[config.mk]
export PLATFORM = sky130hd
export DESIGN_NAME = maf_unpack_flat
export DESIGN_NICKNAME = d
export VERILOG_FILES = /design/src/rtl/maf_pkg.sv /design/src/rtl/maf_unpack_if.sv /design/src/rtl/maf_fp_classify.sv /design/src/rtl/maf_unpack.sv /design/src/flat_wrapper.sv
export SDC_FILE = /design/constraint.sdc
export NUM_CORES = 1
export LEC_CHECK = 0
export ABC_AREA = 1
export CAP_MARGIN = 20
export CORE_MARGIN = 2
export CORE_UTILIZATION = 47
export CTS_CLUSTER_DIAMETER = 50
export DETAILED_ROUTE_END_ITERATION = 10
export HOLD_SLACK_MARGIN = 0.08
export PLACE_DENSITY = 0.78
export SLEW_MARGIN = 20
export SYNTH_ARGS = -nofsm -noshare
export SYNTH_HDL_FRONTEND = slang
export SYNTH_SLANG_ARGS = --single-unit
[constraint.sdc]
create_clock -name clk -period 1.97 [get_ports clk]
set_input_delay 0.2955 -clock clk [delete_from_list [all_inputs] [get_ports clk]]
set_output_delay 0.2955 -clock clk [all_outputs]
set_load 0.05 [all_outputs]
[src/rtl/maf_pkg.sv]
// Shared constants and types for the multiply-add operand unpack stage:
// mode codes, exponent biases, IEEE field positions and class/output records.
package maf_pkg;

    localparam logic [2:0] MODE_FP32  = 3'b000;
    localparam logic [2:0] MODE_F16X2 = 3'b001;
    localparam logic [2:0] MODE_FP32B = 3'b010;

    localparam int BIAS32 = 127;
    localparam int BIAS16 = 15;

    localparam int F32_SIGN    = 31;
    localparam int F32_EXP_LSB = 23;
    localparam int F32_EXP_W   = 8;
    localparam int F32_FRAC_W  = 23;

    localparam int F16_SIGN    = 15;
    localparam int F16_EXP_LSB = 10;
    localparam int F16_EXP_W   = 5;
    localparam int F16_FRAC_W  = 10;
    localparam int F16_HI_LSB  = 16;

    typedef struct packed {
        logic zero;
        logic sub;
        logic inf;
        logic nan;
    } fp_class_t;

    typedef enum logic [1:0] {
        FMT_FP32,
        FMT_F16X2,
        FMT_BAD
    } fmt_e;

    typedef struct packed {
        logic        s;
        logic        sh;
        logic [11:0] e;
        logic [23:0] m;
        logic [2:0]  cont;
        logic [1:0]  is_zero;
        logic [1:0]  is_sub;
        logic [1:0]  is_inf;
        logic [1:0]  is_nan;
    } unpack_out_t;

    // Both FP32 encodings decode identically; anything else is unsupported.
    function automatic fmt_e mode_fmt(input logic [2:0] cont);
        case (cont)
            MODE_FP32, MODE_FP32B: return FMT_FP32;
            MODE_F16X2:            return FMT_F16X2;
            default:               return FMT_BAD;
        endcase
    endfunction

endpackage

[src/rtl/maf_unpack_if.sv]
// Operand-in / decoded-out handshake bundle of the unpack stage.
// slave = the unpack block, master = whoever feeds and drains it.
interface maf_unpack_if;

    logic        in_valid;
    logic        in_ready;
    logic [31:0] in_word;
    logic [2:0]  in_cont;

    logic        out_valid;
    logic        out_ready;
    logic        s_out;
    logic        sh_out;
    logic [11:0] e_out;
    logic [23:0] m_out;
    logic [2:0]  cont_out;
    logic [1:0]  is_zero;
    logic [1:0]  is_sub;
    logic [1:0]  is_inf;
    logic [1:0]  is_nan;

    modport slave (
        input  in_valid, in_word, in_cont, out_ready,
        output in_ready, out_valid, s_out, sh_out, e_out, m_out, cont_out,
               is_zero, is_sub, is_inf, is_nan
    );

    modport master (
        output in_valid, in_word, in_cont, out_ready,
        input  in_ready, out_valid, s_out, sh_out, e_out, m_out, cont_out,
               is_zero, is_sub, is_inf, is_nan
    );

endinterface

[src/rtl/maf_fp_classify.sv]
// Combinational IEEE class decode for one lane, sized by exponent/fraction width.
module maf_fp_classify
    import maf_pkg::*;
#(
    parameter int EW = 8,
    parameter int FW = 23
) (
    input  logic [EW-1:0] exp_f,
    input  logic [FW-1:0] frac,
    output fp_class_t     cls
);

    logic exp_zero;
    logic exp_ones;
    logic frac_nz;

    // NOTE: every signal written here gets a value on every path, so no latch can be inferred.
    always_comb begin
        exp_zero = (exp_f == '0);
        exp_ones = &exp_f;
        frac_nz  = |frac;
        cls.zero = exp_zero && !frac_nz;
        cls.sub  = exp_zero &&  frac_nz;
        cls.inf  = exp_ones && !frac_nz;
        cls.nan  = exp_ones &&  frac_nz;
    end

endmodule

[src/rtl/maf_unpack.sv]
// Two-stage valid/ready unpack of a packed FP32 or dual-FP16 operand word into
// sign, unbiased exponent, hidden-bit mantissa and per-lane class flags.
module maf_unpack #(
    parameter int CNT_W  = 8,
    parameter int BIAS32 = maf_pkg::BIAS32,
    parameter int BIAS16 = maf_pkg::BIAS16
) (
    input  logic             clk,
    input  logic             rstn,
    maf_unpack_if.slave      bus,
    output logic [CNT_W-1:0] bad_cnt
);

    import maf_pkg::*;

    logic             s1_valid_q, s1_valid_d;
    logic [31:0]      s1_word_q,  s1_word_d;
    logic [2:0]       s1_cont_q,  s1_cont_d;
    logic             s2_valid_q, s2_valid_d;
    unpack_out_t      out_q,      out_d;
    logic [CNT_W-1:0] bad_cnt_q,  bad_cnt_d;

    logic s1_en, s2_en, in_fire, in_bad;

    // A stage loads when the one after it is empty or draining this cycle.
    assign s2_en        = !s2_valid_q || bus.out_ready;
    assign s1_en        = !s1_valid_q || s2_en;
    assign bus.in_ready = s1_en;
    assign in_fire      = bus.in_valid && s1_en;
    assign in_bad       = (mode_fmt(bus.in_cont) == FMT_BAD);

    fp_class_t c32, chi, clo;

    maf_fp_classify #(.EW(F32_EXP_W), .FW(F32_FRAC_W)) u_cls32 (
        .exp_f (s1_word_q[F32_EXP_LSB +: F32_EXP_W]),
        .frac  (s1_word_q[0 +: F32_FRAC_W]),
        .cls   (c32)
    );

    maf_fp_classify #(.EW(F16_EXP_W), .FW(F16_FRAC_W)) u_cls_hi (
        .exp_f (s1_word_q[F16_HI_LSB + F16_EXP_LSB +: F16_EXP_W]),
        .frac  (s1_word_q[F16_HI_LSB +: F16_FRAC_W]),
        .cls   (chi)
    );

    maf_fp_classify #(.EW(F16_EXP_W), .FW(F16_FRAC_W)) u_cls_lo (
        .exp_f (s1_word_q[F16_EXP_LSB +: F16_EXP_W]),
        .frac  (s1_word_q[0 +: F16_FRAC_W]),
        .cls   (clo)
    );

    logic [7:0]  f32, e32;
    logic [4:0]  fh, fl, eh;
    logic [5:0]  el;
    unpack_out_t dec;

    // Exponent field 0 decodes as the minimum normal exponent (subnormal scale).
    always_comb begin
        f32 = s1_word_q[F32_EXP_LSB +: F32_EXP_W];
        fh  = s1_word_q[F16_HI_LSB + F16_EXP_LSB +: F16_EXP_W];
        fl  = s1_word_q[F16_EXP_LSB +: F16_EXP_W];
        e32 = (f32 == '0) ? 8'(1 - BIAS32) : f32 - 8'(BIAS32);
        eh  = (fh  == '0) ? 5'(1 - BIAS16) : fh - 5'(BIAS16);
        el  = (fl  == '0) ? 6'(1 - BIAS16) : {1'b0, fl} - 6'(BIAS16);

        dec      = '0;
        dec.cont = s1_cont_q;
        case (mode_fmt(s1_cont_q))
            FMT_FP32: begin
                dec.s       = s1_word_q[F32_SIGN];
                dec.e       = {{4{e32[7]}}, e32};
                dec.m       = {(f32 != '0), s1_word_q[0 +: F32_FRAC_W]};
                dec.is_zero = {1'b0, c32.zero};
                dec.is_sub  = {1'b0, c32.sub};
                dec.is_inf  = {1'b0, c32.inf};
                dec.is_nan  = {1'b0, c32.nan};
            end
            FMT_F16X2: begin
                dec.s       = s1_word_q[F16_SIGN];
                dec.sh      = s1_word_q[F16_HI_LSB + F16_SIGN];
                dec.e       = {eh[4], eh, el};
                dec.m       = {1'b0, (fh != '0), s1_word_q[F16_HI_LSB +: F16_FRAC_W],
                               1'b0, (fl != '0), s1_word_q[0 +: F16_FRAC_W]};
                dec.is_zero = {chi.zero, clo.zero};
                dec.is_sub  = {chi.sub,  clo.sub};
                dec.is_inf  = {chi.inf,  clo.inf};
                dec.is_nan  = {chi.nan,  clo.nan};
            end
            default: ;
        endcase
    end

    always_comb begin
        s1_valid_d = s1_en ? bus.in_valid : s1_valid_q;
        s1_word_d  = s1_word_q;
        s1_cont_d  = s1_cont_q;
        if (in_fire) begin
            s1_word_d = bus.in_word;
            s1_cont_d = bus.in_cont;
        end

        s2_valid_d = s2_en ? s1_valid_q : s2_valid_q;
        out_d      = (s2_en && s1_valid_q) ? dec : out_q;

        bad_cnt_d = bad_cnt_q;
        if (in_fire && in_bad && (bad_cnt_q != '1)) begin
            bad_cnt_d = bad_cnt_q + CNT_W'(1);
        end
    end

    // NOTE: sequential state uses non-blocking assignments so every flop samples pre-edge values.
    always_ff @(posedge clk or negedge rstn) begin
        if (!rstn) begin
            s1_valid_q <= 1'b0;
            s1_word_q  <= '0;
            s1_cont_q  <= '0;
            s2_valid_q <= 1'b0;
            out_q      <= '0;
            bad_cnt_q  <= '0;
        end else begin
            s1_valid_q <= s1_valid_d;
            s1_word_q  <= s1_word_d;
            s1_cont_q  <= s1_cont_d;
            s2_valid_q <= s2_valid_d;
            out_q      <= out_d;
            bad_cnt_q  <= bad_cnt_d;
        end
    end

    assign bus.out_valid = s2_valid_q;
    assign bus.s_out     = out_q.s;
    assign bus.sh_out    = out_q.sh;
    assign bus.e_out     = out_q.e;
    assign bus.m_out     = out_q.m;
    assign bus.cont_out  = out_q.cont;
    assign bus.is_zero   = out_q.is_zero;
    assign bus.is_sub    = out_q.is_sub;
    assign bus.is_inf    = out_q.is_inf;
    assign bus.is_nan    = out_q.is_nan;
    assign bad_cnt       = bad_cnt_q;

endmodule

[src/flat_wrapper.sv]
// flat-port wrapper written by rule: the top's interface ports become plain ports
module maf_unpack_flat import maf_pkg::*;
#(
    parameter int CNT_W  = 8,
    parameter int BIAS32 = maf_pkg::BIAS32,
    parameter int BIAS16 = maf_pkg::BIAS16
)
  (clk, rstn, bad_cnt, bus_in_valid, bus_in_word, bus_in_cont, bus_out_ready, bus_in_ready, bus_out_valid, bus_s_out, bus_sh_out, bus_e_out, bus_m_out, bus_cont_out, bus_is_zero, bus_is_sub, bus_is_inf, bus_is_nan);
  maf_unpack_if bus_i ();
  input  logic clk;
  input  logic rstn;
  output logic [CNT_W-1:0] bad_cnt;
  input wire logic [$bits(bus_i.in_valid)-1:0] bus_in_valid;
  input wire logic [$bits(bus_i.in_word)-1:0] bus_in_word;
  input wire logic [$bits(bus_i.in_cont)-1:0] bus_in_cont;
  input wire logic [$bits(bus_i.out_ready)-1:0] bus_out_ready;
  output wire logic [$bits(bus_i.in_ready)-1:0] bus_in_ready;
  output wire logic [$bits(bus_i.out_valid)-1:0] bus_out_valid;
  output wire logic [$bits(bus_i.s_out)-1:0] bus_s_out;
  output wire logic [$bits(bus_i.sh_out)-1:0] bus_sh_out;
  output wire logic [$bits(bus_i.e_out)-1:0] bus_e_out;
  output wire logic [$bits(bus_i.m_out)-1:0] bus_m_out;
  output wire logic [$bits(bus_i.cont_out)-1:0] bus_cont_out;
  output wire logic [$bits(bus_i.is_zero)-1:0] bus_is_zero;
  output wire logic [$bits(bus_i.is_sub)-1:0] bus_is_sub;
  output wire logic [$bits(bus_i.is_inf)-1:0] bus_is_inf;
  output wire logic [$bits(bus_i.is_nan)-1:0] bus_is_nan;
  assign bus_i.in_valid = bus_in_valid;
  assign bus_i.in_word = bus_in_word;
  assign bus_i.in_cont = bus_in_cont;
  assign bus_i.out_ready = bus_out_ready;
  assign bus_in_ready = bus_i.in_ready;
  assign bus_out_valid = bus_i.out_valid;
  assign bus_s_out = bus_i.s_out;
  assign bus_sh_out = bus_i.sh_out;
  assign bus_e_out = bus_i.e_out;
  assign bus_m_out = bus_i.m_out;
  assign bus_cont_out = bus_i.cont_out;
  assign bus_is_zero = bus_i.is_zero;
  assign bus_is_sub = bus_i.is_sub;
  assign bus_is_inf = bus_i.is_inf;
  assign bus_is_nan = bus_i.is_nan;
  maf_unpack #(.CNT_W(CNT_W), .BIAS32(BIAS32), .BIAS16(BIAS16)) u_core (.clk(clk), .rstn(rstn), .bus(bus_i), .bad_cnt(bad_cnt));
endmodule
==> results.toml <==
[worst_hold_path]
worstHoldPathType = "in -> async"

[layout]
fin_cells = 713
final_cell_area_um2 = 5582
antennaDiodeCount = 0
area_delta_synth_final_pct = 30.13
area_of_the_multi_input_gates_um2 = 1728
final_core_util = 0.6338
finish.net_count = 648
layout-drive-gt1-share = 0.06116
regArea_um2 = 2327
fillCellCount = 741

[grt]
grt_first_pass_wirelength_um = 17580
vias_in_the_first_global_route = 3735
gr-usage-all-layers = 0.2257
grt_overflow = 0
grt_max_degree = 49
antenna_violations_before_repair = 0

[cts]
cts_sinks = 93
root_buffer = "sky130_fd_sc_hd__clkbuf_8"
clk_pin_slew_ns = 0.10
clk-insertion-delay-late_ns = 0.37
cts_buffers = 9
clock_tree.htree_level_count = 3
cts_buffer_depth = 2
cts_post_setup_buffers_inserted = 0
tritoncts_clock_tree = "yes"

[worst_setup_path]
crit_path_max_fanout = 4
worst-setup-path-type = "reg -> out"
critical_path_data_arrival_time_ns = 1.62
worstPathBufferInverterCount = 1
cp_data_required_time_ns = 1.67
critical_path.endpoint_type = "output port"
cpMaxStageDelayCell = "sky130_fd_sc_hd__clkdlybuf4s50_1"
timing.critical_path.cells = "clkdlybuf4s50_1"
worstSetupStartpointType = "flip-flop"
crit_family = "buffers and inverters"
crit_path_max_incr_delay_ns = 0.83

[route]
drt_wl_total_um = 10530
drtPass1Iterations = 5
routed-via-count = 3701
post_drt_wl_per_cell_um = 14.77
ant_nets = 0
detail_route.iter0.violations = 196
drc = 0
route.detailed.vias_per_inst = 5.191

[placed_design]
post-place-ws_ns = 0.1125
numPortBuffers = 97
gpl.final_weighted_congestion = 0.9175
dpl.hpwl_um = 7736
dpl_cell_area_um2 = 5399
place_inst = 696

[die]
floorplan.initialDensity = 0.4871
core_area_um2 = 8806
die_y_um = 99.53
fp.dieArea_um2 = 9906
die_width_um = 99.53
boundaryPins = 98
rows = 34

[yosys]
synth.largest_area_cell = "sky130_fd_sc_hd__dfrtp_1"
synth.distinct_cells = 31
sequential_cell_area_fraction_in_the_yosys_report = 0.5426
synth.cells.most_frequent = "178 x sky130_fd_sc_hd__nand2_1, 93 x sky130_fd_sc_hd__dfrtp_1, 41 x sky130_fd_sc_hd__nor2_1"
ys_top_cells_by_area = "sky130_fd_sc_hd__dfrtp_1 54%, sky130_fd_sc_hd__nand2_1 16%, sky130_fd_sc_hd__o21ai_0 4.6%"
ys_ff_latch = 93
number_of_synthesized_flops_with_an_enable_pin = 0
postSynthCellCount = 500
async_flop_share = 1.000
syn_area_um2 = 4289
synth_flop_cell = "sky130_fd_sc_hd__dfrtp_1"
synth_top_area_share = 0.5426
mappedNetlistNets = 548
synth.most_common_cell = "sky130_fd_sc_hd__nand2_1"
yosys_warnings = 0
synth.avg_cell_area_um2 = 8.578

[pwr]
vdd_drop_max_mv = 0.7695
leakagePower_nw = 2.713
fin_total_pwr_mw = 6.559
power_density_nw_per_um2 = 1175

[sta]
timing.slew.headroom = 0.6339
timing.fmax_mhz = 521.6
fin_setup_tns_ns = 0
setup_slack_ns = 0.05274
grt_setup_unrepaired = "false"
fin_worst_skew_ns = 0.01414
min_period_ns = 1.917
final.period_utilization = 0.9732
final-setup-viol-count = 0
tightest_slew_ns = 0.5475
pins_over_slew_limit = 0
timing.hold.ws_ns = 0.3899
final_hold_viol_count = 0

[run_status]
run_status = "complete, no violations"

[flow_run]
maxCapViolCount = 0
## per-layer routing
metal / global-route usage / vias up / wire (um)
li1: - / 1804 / -
met1: 0.3072 / 1751 / 4764
met2: 0.3540 / 121 / 4912
met3: 0.05200 / 25 / 592
met4: 0.08746 / 0 / 264
met5: 0 / - / 0
## registers in the layout, indices dropped and copies added (netlist names), 2 cells and up
signal	count
u_core.bus.m_out	24
u_core.bus.e_out	11
u_core.s1_word_q	32
u_core.bus.is_zero	2
u_core.bus.is_nan	2
u_core.bus.cont_out	3
u_core.bad_cnt	8
u_core.bus.is_sub	2
u_core.bus.is_inf	2
u_core.s1_cont_q	3
## cell type report
class | count | area share
sequential | 93 | 0.4169
multi-input combinational | 353 | 0.3096
timing repair buffer | 107 | 0.1948
inverter | 36 | 0.02466
tap | 108 | 0.02421
clock buffer | 11 | 0.02354
clock inverter | 5 | 0.006277
## logic make-up (layout without fill, tap and decap cells)
family / count (synthesis) / count (layout) / synth area share
fa+ha+maj: 9 / 9 / 0.02625
buf+inv: 54 / 159 / 0.05455
flops: 93 / 93 / 0.5426
simple gates: 265 / 265 / 0.2608
xor+xnor: 10 / 10 / 0.02042
compound gates: 69 / 69 / 0.09540
## path summary, 6_finish.rpt
kind | slack (ns) | to | cells past startpoint | start
min in group clk | 0.44 | u_core.s1_word_q[12] | 3 | bus_in_word[12]
max in group asynchronous | 1.00 | u_core.bus.out_valid | 3 | rstn
hold reg to reg | 0.49 | u_core.bus.e_out[9] | 2 | u_core.bus.e_out[9]
setup / recovery | 0.05 | bad_cnt[1] | 1 | u_core.bad_cnt[1]
setup reg to reg | 0.35 | u_core.bad_cnt[4] | 7 | u_core.bad_cnt[0]
hold / removal | 0.39 | u_core.bus.is_nan[1] | 2 | rstn
## layout by cell type (no fill, tap or decap), types with 2 or more instances in the layout
cell type	n
sky130_fd_sc_hd__o21ai_0	39
sky130_fd_sc_hd__dfrtp_1	93
sky130_fd_sc_hd__inv_6	2
sky130_fd_sc_hd__o211ai_1	7
sky130_fd_sc_hd__nand2_4	2
sky130_fd_sc_hd__clkbuf_1	2
sky130_fd_sc_hd__clkbuf_8	9
sky130_fd_sc_hd__inv_1	33
sky130_fd_sc_hd__o21ai_1	2
sky130_fd_sc_hd__clkinv_2	2
sky130_fd_sc_hd__inv_2	2
sky130_fd_sc_hd__clkdlybuf4s50_1	91
sky130_fd_sc_hd__dlymetal6s2s_1	3
sky130_fd_sc_hd__nand2_1	178
sky130_fd_sc_hd__ha_1	9
sky130_fd_sc_hd__nand3_2	2
sky130_fd_sc_hd__nor2_1	41
sky130_fd_sc_hd__o311ai_1	3
sky130_fd_sc_hd__a22o_1	9
sky130_fd_sc_hd__buf_4	8
sky130_fd_sc_hd__buf_12	3
sky130_fd_sc_hd__xor2_1	6
sky130_fd_sc_hd__a21oi_1	8
sky130_fd_sc_hd__nand3_1	32
sky130_fd_sc_hd__nand4_1	4
sky130_fd_sc_hd__xnor2_1	4
## timing repair
action	4_1_cts	5_1_grt
setup endpoints to repair	1	3
resized for setup	1	3
endpoints found under the hold margin	29	0
hold buffers	1	0
## report_power, final
group / switching, mW / internal, mW
sequential: 0.341 / 2.31
combinational: 1.85 / 0.910
clock: 0.688 / 0.465
total: 2.88 / 3.68
Power figures use the tool's default switching activity.
